===== config.mk =====
export PLATFORM = sky130hd
export DESIGN_NAME = cpld_iowr_capture
export DESIGN_NICKNAME = d
export VERILOG_FILES = /design/src/rtl/cpld_iowr_capture.sv
export SDC_FILE = /design/constraint.sdc
export NUM_CORES = 1
export LEC_CHECK = 0
export ABC_AREA = 0
export BUFFER_PORTS_ARGS = -buffer_cell sky130_fd_sc_hd__clkbuf_2
export CORE_UTILIZATION = 47
export DETAILED_ROUTE_END_ITERATION = 7
export PLACE_DENSITY_LB_ADDON = 0.12
export SYNTH_ARGS = -nofsm -noshare
export SYNTH_HDL_FRONTEND = slang
export SYNTH_SLANG_ARGS = --single-unit

===== constraint.sdc =====
create_clock -name clk -period 1.45 [get_ports clk]
set_input_delay 0.145 -clock clk [delete_from_list [all_inputs] [get_ports clk]]
set_output_delay 0.145 -clock clk [all_outputs]
set_load 0.1 [all_outputs]

===== src/rtl/cpld_iowr_capture.sv =====
// cpld_iowr_capture: filters Z80 IOWR cycles to &7FXX and stages the bank/mode
// byte, committing it to the mapper only while no memory cycle is running.
module cpld_iowr_capture #(
  parameter int FILTER_CYCLES = 2
) (
  input  logic       clk,
  input  logic       reset_b,
  input  logic       iorq_b,
  input  logic       wr_b,
  input  logic       adr15,
  input  logic       mreq_b,
  input  logic [7:0] data,
  output logic [5:0] ramblock,
  output logic       pending,
  output logic       cfg_strobe,
  output logic       overrun
);
  localparam logic [2:0] FC = 3'(FILTER_CYCLES);
  typedef enum logic [1:0] {IDLE, QUAL, HOLD} state_t;
  state_t     state;
  logic [2:0] cnt;
  logic [5:0] pending_q;
  logic       s_iorq_b, s_wr_b, s_adr15, s_mreq_b;
  logic [7:0] s_data;
  logic       hit, cap, commit;
  always_ff @(posedge clk or negedge reset_b)
    if (!reset_b) begin
      s_iorq_b <= 1'b1;
      s_wr_b   <= 1'b1;
      s_adr15  <= 1'b1;
      s_mreq_b <= 1'b1;
      s_data   <= 8'h00;
    end else begin
      s_iorq_b <= iorq_b;
      s_wr_b   <= wr_b;
      s_adr15  <= adr15;
      s_mreq_b <= mreq_b;
      s_data   <= data;
    end
  assign hit    = !s_iorq_b && !s_wr_b && !s_adr15 && (s_data[7:6] == 2'b11);
  assign commit = pending && s_mreq_b;
  assign cap    = hit && ((state == IDLE && FC == 3'd1) || (state == QUAL && cnt + 3'd1 == FC));
  always_ff @(posedge clk or negedge reset_b)
    if (!reset_b) begin
      state <= IDLE;
      cnt   <= 3'd0;
    end else begin
      case (state)
        IDLE: if (hit) begin
          state <= cap ? HOLD : QUAL;
          cnt   <= cap ? 3'd0 : 3'd1;
        end
        QUAL: if (!hit || cap) begin
          state <= hit ? HOLD : IDLE;
          cnt   <= 3'd0;
        end else cnt <= cnt + 3'd1;
        HOLD: if (s_iorq_b || s_wr_b) state <= IDLE;
        default: state <= IDLE;
      endcase
    end
  // A commit takes the pre-edge pending_q, so a same-edge capture is never an overrun.
  always_ff @(posedge clk or negedge reset_b)
    if (!reset_b) begin
      pending_q  <= 6'd0;
      pending    <= 1'b0;
      ramblock   <= 6'd0;
      cfg_strobe <= 1'b0;
      overrun    <= 1'b0;
    end else begin
      cfg_strobe <= commit;
      pending    <= cap || (pending && !commit);
      if (commit) ramblock <= pending_q;
      if (cap) pending_q <= s_data[5:0];
      if (cap && pending && !commit) overrun <= 1'b1;
    end
endmodule

Word level (Yosys, flattened, before mapping)
Index checks and enable logic that the tools add are counted.
{"block": "word_totals", "reg_bits": 32, "out_inout_bits": 9, "elab_cells": 51}
{"block": "op_classes", "addsub": 1, "eq_ne": 7, "muxes": 10, "reduce_logical": 21}
{"operator": "2-bit two-way mux", "count": 5}
{"operator": "1-bit logical AND", "count": 9}
{"operator": "3-bit two-way mux", "count": 2}
{"operator": "2-bit one-hot mux with 3 select lines", "count": 1}
{"operator": "3-bit one-hot mux with 2 select lines", "count": 1}
{"operator": "1-bit zero test", "count": 5}
{"operator": "2-bit equality test, second input constant", "count": 2}
{"operator": "2-bit inequality test, second input constant", "count": 2}
{"operator": "3-bit by 1-bit adder with 3-bit output, second input constant", "count": 1}
{"operator": "3-bit by 2-bit equality test with 1-bit output, second input constant", "count": 1}
{"operator": "1-bit logical OR", "count": 3}
{"operator": "3-bit AND reduction", "count": 1}
{"operator": "2-bit by 1-bit equality test with 1-bit output, second input constant", "count": 1}
{"operator": "2-bit zero test", "count": 1}
{"operator": "2-bit by 1-bit inequality test with 1-bit output, second input constant", "count": 1}
{"operator": "2-bit AND reduction", "count": 1}
{"operator": "2-bit nonzero test", "count": 1}
{"operator": "1-bit two-way mux", "count": 1}

Depth between registers and ports, before layout
Gate-level depths: netlist (run 1).
{"block": "logic_depth", "ltp_word": 8, "ltp_mapped": 5}

Worst setup path after synthesis (run 1)
No wires, ideal clock.
{"block": "synth_timing", "kind": "flip-flop to flip-flop", "startpoint": "reg pending", "endpoint": "reg ramblock[0]", "setup_time_ps": 126, "arrival_ps": 1577, "t_required_ps": 1324, "path_slack_ps": -253, "path_stages_with_launch": 3, "path_buffers": 0, "period_less_slack_ps": 1703, "path_cell_list": "dfrtp_1 -> nand2_1 -> mux2_2"}
{"block": "synth_via", "elab_chain_cells": 1}
{"element": "from (decl)", "line_no": "14", "source": "output logic pending,"}
{"element": "from (signal assigned)", "line_no": "71", "source": "pending <= cap || (pending && !commit);"}
{"element": "1-bit logical AND", "line_no": "41", "source": "assign commit = pending && s_mreq_b;"}
{"element": "to (signal assigned)", "line_no": "72", "source": "if (commit) ramblock <= pending_q;"}
{"element": "to (decl)", "line_no": "13", "source": "output logic [5:0] ramblock,"}
No other way between the ends.
A chain may end at the register's enable or synchronous reset.

Final worst setup path (run 1)
{"block": "layout_timing", "startpoint": "reg cnt[1]", "endpoint": "reg pending_q[2]"}
{"block": "layout_via", "elab_chain_cells": 4}
{"element": "from (decl)", "line_no": "21", "source": "logic [2:0] cnt;"}
{"element": "from (signal assigned)", "line_no": "51", "source": "cnt <= cap ? 3'd0 : 3'd1;"}
{"element": "from (signal assigned)", "line_no": "56", "source": "end else cnt <= cnt + 3'd1;"}
{"element": "3-bit by 1-bit adder with 3-bit output", "line_no": "42", "source": "assign cap = hit && ((state == IDLE && FC == 3'd1) || (state == QUAL && cnt + 3'd1 == FC));"}
{"element": "3-bit by 2-bit equality test with 1-bit output", "line_no": "42"}
{"element": "1-bit logical AND (2 in a row)", "line_no": "42"}
{"element": "to (signal assigned)", "line_no": "73", "source": "if (cap) pending_q <= s_data[5:0];"}
{"element": "to (decl)", "line_no": "22", "source": "logic [5:0] pending_q;"}
No other way between the ends.

==> results of run 1 <==
## sequential cells by signal, indices dropped and copies added, names as in the netlist
register,flops
s_data,8
s_iorq_b,1
s_mreq_b,1
overrun,1
pending_q,6
s_adr15,1
state,2
cnt,3
cfg_strobe,1
pending,1
ramblock,6
s_wr_b,1
## worst max-delay path, stage by stage (launching register included)
cell and delay [ps]:
dfrtp_1 400, ha_2 190, nand2b_4 120, and3_4 200, nand3_4 140, mux2_4 330
## stage by stage
step                hold slack (ps)  area (um^2)  setup WS (ps)  utilization
global route                  359.4         1585         -101.4       0.7031
floorplan                    -150.6         1156          15.09            -
global placement              151.1         1339          8.832       0.5938
detailed placement            156.6         1339         -38.49       0.5938
CTS                           328.4         1568         -53.83       0.6953
finish                        313.5         1585         -42.06       0.7031
## metal layers
| metal | track usage | up-vias | routed length, um |
|---|---|---|---|
| met5 | 0 | - | 0 |
| li1 | - | 340 | - |
| met1 | 0.2076 | 346 | 807 |
| met2 | 0.2792 | 16 | 968 |
| met3 | 0.06250 | 5 | 74 |
| met4 | 0.1261 | 0 | 49 |
## logic make-up (layout without fill, tap and decap cells)
| group | count (synthesis) | count (layout) | share of synthesized area |
|---|---|---|---|
| flops | 32 | 32 | 0.7015 |
| compound gates | 7 | 7 | 0.04357 |
| mux | 13 | 13 | 0.1460 |
| simple gates | 13 | 13 | 0.08061 |
| fa+ha+maj | 2 | 2 | 0.02178 |
| buf+inv | 2 | 54 | 0.006538 |
## cell usage after synthesis, drive strengths merged
cell type	number	area, um^2
o21ai	2	10.01
ha	2	25.02
a32o	2	20.02
nand2b	4	25.02
and3	1	7.510
dfstp	4	105.1
o21bai	2	15.01
nor2	2	10.01
inv	2	7.510
dfrtp	28	700.7
a21oi	1	5.000
nand2	3	11.26
mux2i	1	10.01
and4b	1	13.76
nand3	1	17.52
mux2	12	157.7
and2b	1	7.510
## power by group through the flow
stage | clock [mW] | combinational [mW] | sequential (mW)
floorplan | 0 | 0.0395 | 0.952
global placement | 0 | 0.102 | 0.950
detailed placement | 0 | 0.105 | 0.951
CTS | 0.663 | 0.134 | 0.933
global route | 0.695 | 0.161 | 0.937
finish | 0.647 | 0.148 | 0.933
## final cells by class
class | instances | area [um^2]
sequential | 32 | 807.0
fill | 180 | 669.4
multi-input combinational | 35 | 351.6
timing repair buffer | 44 | 307.8
clock buffer | 6 | 41.29
clock inverter | 2 | 35.03
tap | 28 | 35.03
inverter | 2 | 7.507
## worst min-delay path by stage
stage             from           end  slack (ps)  cells past startpoint
2_1_floorplan  reset_b    cfg_strobe        -150                      0
3_3_place_gp   reset_b   ramblock[3]         150                      1
3_5_place_dp   reset_b   ramblock[3]         160                      1
4_1_cts        reset_b  pending_q[3]         330                      2
5_1_grt        reset_b     s_data[3]         360                      2
6_report       reset_b   ramblock[3]         310                      2
## cell usage in the layout, fill, tap and decap left out, drive strengths merged, types with 3 or more instances in the layout
cell type / n
nand2b: 4
mux2: 12
clkbuf: 28
dfstp: 4
buf: 9
nand2: 3
dfrtp: 28
dlygate4sd3: 13
## what timing repair did
item / 4_1_cts / 5_1_grt
resized for setup: 1 / 1
hold buffers: 13 / 0
endpoints found under the setup margin: 7 / 8
hold endpoints to repair: 29 / 0
pin swaps: 0 / 2
setup buffers: 2 / 2
==> impl_metrics.json, run 1 <==
{
  "status": "finished, violations left",
  "violations": "setup timing",
  "die_area_um2": 2646,
  "drc_errors": 0,
  "final_hold_viol_count": 0,
  "cts.path.max_buffers": 2,
  "crit_end": "pending_q[2]",
  "tightestPinTransition_ps": 543.3,
  "leakage_nw": 0.8127,
  "wl_per_cell_um": 12.75,
  "cp-startpoint": "cnt[1]",
  "fin_ws_ps": -42.06,
  "cts_tree": "built",
  "fin_crit_ps": 1492,
  "area_growth_pct": 38.02,
  "ff2ff_setup_slack_ps": -40,
  "cts-root-buf": "clkbuf_4",
  "finalNetCount": 136,
  "cts_buffers": 5,
  "syn_avg_cell_area_um2": 16.65,
  "r2r-end": "pending_q[2]",
  "cap_viol_max_count": 0,
  "place.gp.congestion": 0.8143,
  "syn_area_um2": 1149,
  "grt_overflow": 0,
  "clk_pin_slew_ps": 100,
  "grt_pass1_wl_um": 3222,
  "drt-total-wl_um": 1900,
  "io_buffers": 22,
  "critPathMaxFanout": 8,
  "path_class": "reg -> reg",
  "clock_sinks": 32,
  "drive_gt1_frac": 0.5124,
  "hpwl_um": 1225,
  "p_switching_mw": 0.3546,
  "coreArea_um2": 2255,
  "initial_core_util": 0.5094,
  "hp-class": "in -> async",
  "ant_nets": 0,
  "die_x_um": 51.44,
  "grt_max_degree": 24,
  "fmax_ghz": 0.6702,
  "die_h_um": 51.44,
  "setup-tns-final_ps": -213.0,
  "switching_share": 0.2053,
  "vias_per_cell": 4.745,
  "finalCritPeriodShare": 1.029,
  "cp.required_ps": 1660,
  "synth_fp_nets": 85,
  "grt_pass1_vias": 754,
  "p_per_area_nw_per_um2": 1090,
  "combPwrFrac": 0.086,
  "finalSetupViolCount": 8,
  "fin_skew_ps": 12.06,
  "internal_power_mw": 1.373,
  "drv_slew": 0,
  "rsz0062_at_grt": "true",
  "p_clk_frac": 0.374,
  "clkLatencyLatePin_ps": 330,
  "grt_antenna_before_repair": 0,
  "crit_arrival_ps": 1700,
  "via_count": 707,
  "synth_seq_cells": 32,
  "yosysUniqueCellTypes": 19,
  "power_mw": 1.728,
  "syn_inst": 69,
  "irDropWorstVdd_v": 0.0009150,
  "timing.rr.start": "cnt[1]",
  "ys_warn_count": 0,
  "drt_first_pass_iters": 3,
  "relSlewSlack": 0.6393,
  "r2r_cells": 5,
  "p_seq_frac": 0.540,
  "track_usage": 0.1804,
  "end_kind": "flip-flop",
  "core.rowCount": 17,
  "antenna_cells": 0,
  "htree_levels": 2,
  "io_pins": 23,
  "placed_cells": 124,
  "drtIter0Drc": 3,
  "instances_no_fill": 149,
  "start_kind": "flip-flop",
  "yosysSeqAreaShare": 0.7015
}
(Power assumes the default switching activity.)
==> inputs of run 2 (changes only) <==
--- a/config.mk
+++ b/config.mk
@@ -9,7 +9,7 @@
 export BUFFER_PORTS_ARGS = -buffer_cell sky130_fd_sc_hd__clkbuf_2
 export CORE_UTILIZATION = 47
 export DETAILED_ROUTE_END_ITERATION = 7
-export PLACE_DENSITY_LB_ADDON = 0.12
+export PLACE_DENSITY = 0.77
 export SYNTH_ARGS = -nofsm -noshare
 export SYNTH_HDL_FRONTEND = slang
 export SYNTH_SLANG_ARGS = --single-unit
==> run 2 against run 1 <==
- the run still ends with setup timing left
- utilization fell by 1.4 points
- hold slack got worse by 70 ps
- critical path type unchanged
- global-route usage rose by 0.86 points
- combinational power fell by 11%
- critical path depth did not move
==> impl_metrics.json, run 2 (synthesis gave the netlist of run 1 again) <==
{
  "area_growth_pct": 35.19,
  "met2_wirelength_um": 1024,
  "drv_slew": 0,
  "wl_met3_um": 74,
  "grt_pass1_wl_um": 3339,
  "largest_reg_flops": 8,
  "end_kind": "flip-flop",
  "place.gp.congestion": 0.7761,
  "drt-total-wl_um": 1924,
  "placed_cell_area_um2": 1331,
  "start_kind": "flip-flop",
  "io_buffers": 22,
  "drive_gt1_frac": 0.4872,
  "violations": "setup timing",
  "die_area_um2": 2646,
  "top_regs": "s_data (8), pending_q (6), ramblock (6)",
  "status": "finished, violations left",
  "grt_max_degree": 17,
  "cts-root-buf": "clkbuf_4",
  "fin_ws_ps": -38.19,
  "hp-class": "in -> async",
  "fill_cells": 180,
  "cts_buffers": 5,
  "rsz0062_at_grt": "true",
  "ant_nets": 0,
  "clock_sinks": 32,
  "grt_overflow": 0,
  "fmax_ghz": 0.6720,
  "crit_arrival_ps": 1710,
  "initial_core_util": 0.5094,
  "drtIter0Drc": 9,
  "fin_util": 0.6887,
  "tightestPinTransition_ps": 545.3,
  "critPathMaxFanout": 8,
  "path_class": "reg -> reg",
  "final_common_cell": "dfrtp_1",
  "fin_crit_ps": 1488,
  "finalInstanceArea_um2": 1553,
  "die_h_um": 51.44,
  "holdWs_ps": 243.5,
  "clk_pin_slew_ps": 100,
  "cts.path.max_buffers": 2,
  "io_pins": 23,
  "htree_levels": 2,
  "hpwl_um": 1259,
  "final_cell_mix": "dfrtp_1 (27), clkbuf_2 (22), dlygate4sd3_1 (13)",
  "via_count": 701,
  "finalSetupViolCount": 6,
  "drc_errors": 0,
  "grt_pass1_vias": 730,
  "fin_skew_ps": 10.94,
  "cp.required_ps": 1680,
  "track_usage": 0.1890,
  "coreArea_um2": 2255,
  "finalNetCount": 132,
  "final_hold_viol_count": 0,
  "regMostFlops": "s_data",
  "top_layer_used": "met4",
  "grt_antenna_before_repair": 0,
  "cap_viol_max_count": 0,
  "finalCritPeriodShare": 1.026,
  "die_x_um": 51.44,
  "vias_per_cell": 4.834,
  "wl_per_cell_um": 13.27,
  "core.rowCount": 17,
  "leakage_nw": 0.7953,
  "p_per_area_nw_per_um2": 1111,
  "drt_first_pass_iters": 3,
  "cts_tree": "built",
  "antenna_cells": 0,
  "clkLatencyLatePin_ps": 330,
  "irDropWorstVdd_v": 0.001012,
  "wl_met1_um": 782,
  "relSlewSlack": 0.6380
}
-- run 2: through the flow --
step	setup TNS, ps	cells	power [mW]	setup slack (ps)
floorplan	0	69	0.9911	15.09
global placement	0	123	1.051	2.887
detailed placement	-245.1	123	1.057	-52.58
CTS	-240.4	145	1.744	-46.94
global route	-663.5	145	1.799	-105.1
finish	-183.8	145	1.725	-38.19
-- run 2: final cells by class --
class | instances | area [um^2] | area share
Sequential cell | 32 | 807.0 | 0.5197
Inverter | 2 | 7.507 | 0.004835
Multi-Input combinational cell | 35 | 349.1 | 0.2248
Clock inverter | 2 | 35.03 | 0.02256
Clock buffer | 6 | 41.29 | 0.02659
Tap cell | 28 | 35.03 | 0.02256
Timing Repair Buffer | 40 | 277.8 | 0.1789
-- run 2: metal layers --
metal,up-vias,track usage
li1,330,-
met1,349,0.2321
met2,16,0.2835
met3,6,0.07143
met4,0,0.1081
met5,-,0
-- run 2: power breakdown --
group	leakage [nW]	internal (mW)	switching (mW)	total [mW]
combinational	0.342	0.0785	0.0521	0.131
clock	0.0422	0.361	0.299	0.660
sequential	0.411	0.923	0.0123	0.935
-- run 2: what timing repair did --
item                       in CTS  in global routing
setup endpoints to repair       6                  7
hold endpoints to repair       24                  0
hold buffers                   13                  0
resized for setup               0                  1
pin swaps                       2                  2
buffers inserted                1                  0
-- run 2: final timing paths --
kind / from / to / slack [ps] / cells past startpoint
setup / recovery: cnt[1] / pending_q[2] / -40 / 5
hold / removal: reset_b / pending_q[4] / 240 / 2
setup reg to reg: cnt[1] / pending_q[2] / -40 / 5
hold reg to reg: s_data[1] / pending_q[1] / 480 / 1
max in group asynchronous: reset_b / s_adr15 / 670 / 3
min in group clk: iorq_b / s_iorq_b / 440 / 2
-- run 2: critical path, stage by stage (launching register included) --
cell	delay, ps
dfrtp_1	400
ha_2	190
nand2b_4	110
and3_4	200
nand3_4	140
mux2_4	340
==> inputs of run 3 (changes only) <==
--- a/config.mk
+++ b/config.mk
@@ -9,6 +9,8 @@
 export BUFFER_PORTS_ARGS = -buffer_cell sky130_fd_sc_hd__clkbuf_2
 export CORE_UTILIZATION = 47
 export DETAILED_ROUTE_END_ITERATION = 7
+export GPL_TIMING_DRIVEN = 0
+export HOLD_SLACK_MARGIN = 0.1
 export PLACE_DENSITY = 0.77
 export SYNTH_ARGS = -nofsm -noshare
 export SYNTH_HDL_FRONTEND = slang
==> constraint.sdc (replaced) <==
create_clock -name clk -period 1.45 [get_ports clk]
set_input_delay 0 -clock clk [delete_from_list [all_inputs] [get_ports clk]]
set_output_delay 0 -clock clk [all_outputs]
set_load 0.1 [all_outputs]
==> run 3 against run 2 <==
- the run still ends with setup timing left
- sequential cell count unchanged
- via count up 0.86%
- design area down 1.2%
- hold slack improved by 40 ps
- register-to-register slack is essentially flat
- cell count fell by 1.4%
- setup slack lost 0.73 ps
- sequential power is essentially flat
- die area unchanged
- first-iteration DRC count shrank 67%
- critical path depth did not move
==> impl_metrics.json, run 3 (synthesis gave the netlist of run 1 again) <==
{
  "fin_ws_ps": -38.93,
  "instances_no_fill": 143,
  "drc_errors": 0,
  "met2_wirelength_um": 1023,
  "top_layer_used": "met4",
  "clkLatencyLatePin_ps": 330,
  "vias_per_cell": 4.944,
  "place_ws_ps": -91.79,
  "regMostFlops": "s_data",
  "fin_skew_ps": 9.646,
  "cap_viol_max_count": 0,
  "track_usage": 0.1918,
  "fill_cells": 178,
  "fin_crit_ps": 1489,
  "tightestPinTransition_ps": 752.3,
  "clk_pin_slew_ps": 90,
  "drtIter0Drc": 3,
  "place.gp.congestion": 0.7275,
  "die_area_um2": 2646,
  "cts.path.max_buffers": 2,
  "critPathMaxFanout": 8,
  "irDropWorstVdd_v": 0.0007190,
  "final_common_cell": "dfrtp_1",
  "cts-root-buf": "clkbuf_4",
  "die_h_um": 51.44,
  "setup-tns-final_ps": -202.8,
  "timing.rr.start": "cnt[0]",
  "rsz0062_at_grt": "true",
  "grt_max_degree": 33,
  "antenna_cells": 0,
  "start_kind": "flip-flop",
  "grt_pass1_vias": 771,
  "final_cell_mix": "dfrtp_1 (27), clkbuf_2 (22), dlygate4sd3_1 (13)",
  "drt-total-wl_um": 1937,
  "finalCritPeriodShare": 1.027,
  "coreArea_um2": 2255,
  "clock_sinks": 32,
  "die_x_um": 51.44,
  "violations": "setup timing",
  "drt_first_pass_iters": 2,
  "ant_nets": 0,
  "final_hold_viol_count": 0,
  "placed_cells": 119,
  "wl_per_cell_um": 13.55,
  "htree_levels": 2,
  "cts_buffers": 5,
  "crit_arrival_ps": 1700,
  "wl_met3_um": 96,
  "cp-startpoint": "cnt[0]",
  "area_growth_pct": 33.55,
  "top_regs": "s_data (8), pending_q (6), ramblock (6)",
  "critPathSlowestCell": "dfrtp_1",
  "drive_gt1_frac": 0.4783,
  "wl_met1_um": 739,
  "path_class": "reg -> reg",
  "leakage_nw": 0.7832,
  "hp-class": "in -> async",
  "initial_core_util": 0.5094,
  "fin_util": 0.6804,
  "cts_tree": "built",
  "placed_cell_area_um2": 1301,
  "holdWs_ps": 283.4,
  "grt_overflow": 0,
  "cp.required_ps": 1660,
  "io_pins": 23,
  "finalSetupViolCount": 6,
  "crit_path_max_incr_delay_ps": 390,
  "hpwl_um": 1327,
  "core.rowCount": 17,
  "io_buffers": 22,
  "finalNetCount": 130,
  "drv_slew": 0,
  "p_per_area_nw_per_um2": 1059,
  "status": "finished, violations left",
  "end_kind": "flip-flop",
  "grt_pass1_wl_um": 3346,
  "via_count": 707,
  "largest_reg_flops": 8,
  "fmax_ghz": 0.6716,
  "cp_cell_sequence": "ha_2 > nand2b_4 > and3_4 > nand3_4 > mux2_4",
  "grt_antenna_before_repair": 0,
  "power_mw": 1.624,
  "relSlewSlack": 0.4985,
  "finalInstanceArea_um2": 1534
}
-- run 3: cell count changes in the layout (fill, tap and decap cells not counted) --
cell | before | now
bufinv_16 | 1 | 0
buf_6 | 0 | 1
buf_4 | 5 | 2
clkinv_2 | 1 | 0
clkbuf_8 | 0 | 2
-- run 3: worst max-delay path, delay by kind of cell (launching register included) --
kind                     cells  cell delay, ps
multiplexers                 1             340
flip-flops                   1             390
AND/OR/NAND/NOR              3             460
adder cells (fa/ha/maj)      1             190
-- run 3: power breakdown --
group / switching (mW) / leakage (nW) / internal, mW
Clock: 0.271 / 0.0386 / 0.285
Combinational: 0.0525 / 0.334 / 0.0802
Sequential: 0.0132 / 0.411 / 0.922
Total: 0.337 / 0.783 / 1.29
-- run 3: routing by layer --
metal  vias to the layer above  track usage
li1                        331            -
met1                       348       0.1871
met2                        19       0.3117
met3                         9      0.08036
met4                         0       0.1577
met5                         -            0
-- run 3: what timing repair did --
| action | 4_1_cts | 5_1_grt |
|---|---|---|
| gates resized for setup | 2 | 0 |
| pin swaps | 2 | 1 |
| hold buffers | 13 | 0 |
| setup buffers | 3 | 0 |
| hold endpoints to repair | 40 | 0 |
| setup endpoints to repair | 6 | 7 |
-- run 3: layout make-up --
class / count / area [um^2] / share of cell area
repair buffers: 38 / 266.5 / 0.1737
multi-input cells: 35 / 349.1 / 0.2276
flip-flops and latches: 32 / 807.0 / 0.5261
well taps: 28 / 35.03 / 0.02284
clock buffers: 8 / 68.82 / 0.04486
inverters: 2 / 7.507 / 0.004894
-- run 3: final timing paths --
kind	cells past startpoint	to	slack [ps]
min in group clk	2	s_mreq_b	300
worst min register to register	1	pending_q[1]	480
worst max register to register	5	pending_q[4]	-40
max in group asynchronous	2	pending	640
worst max-delay path	5	pending_q[4]	-40
worst min-delay path	2	cnt[2]	280
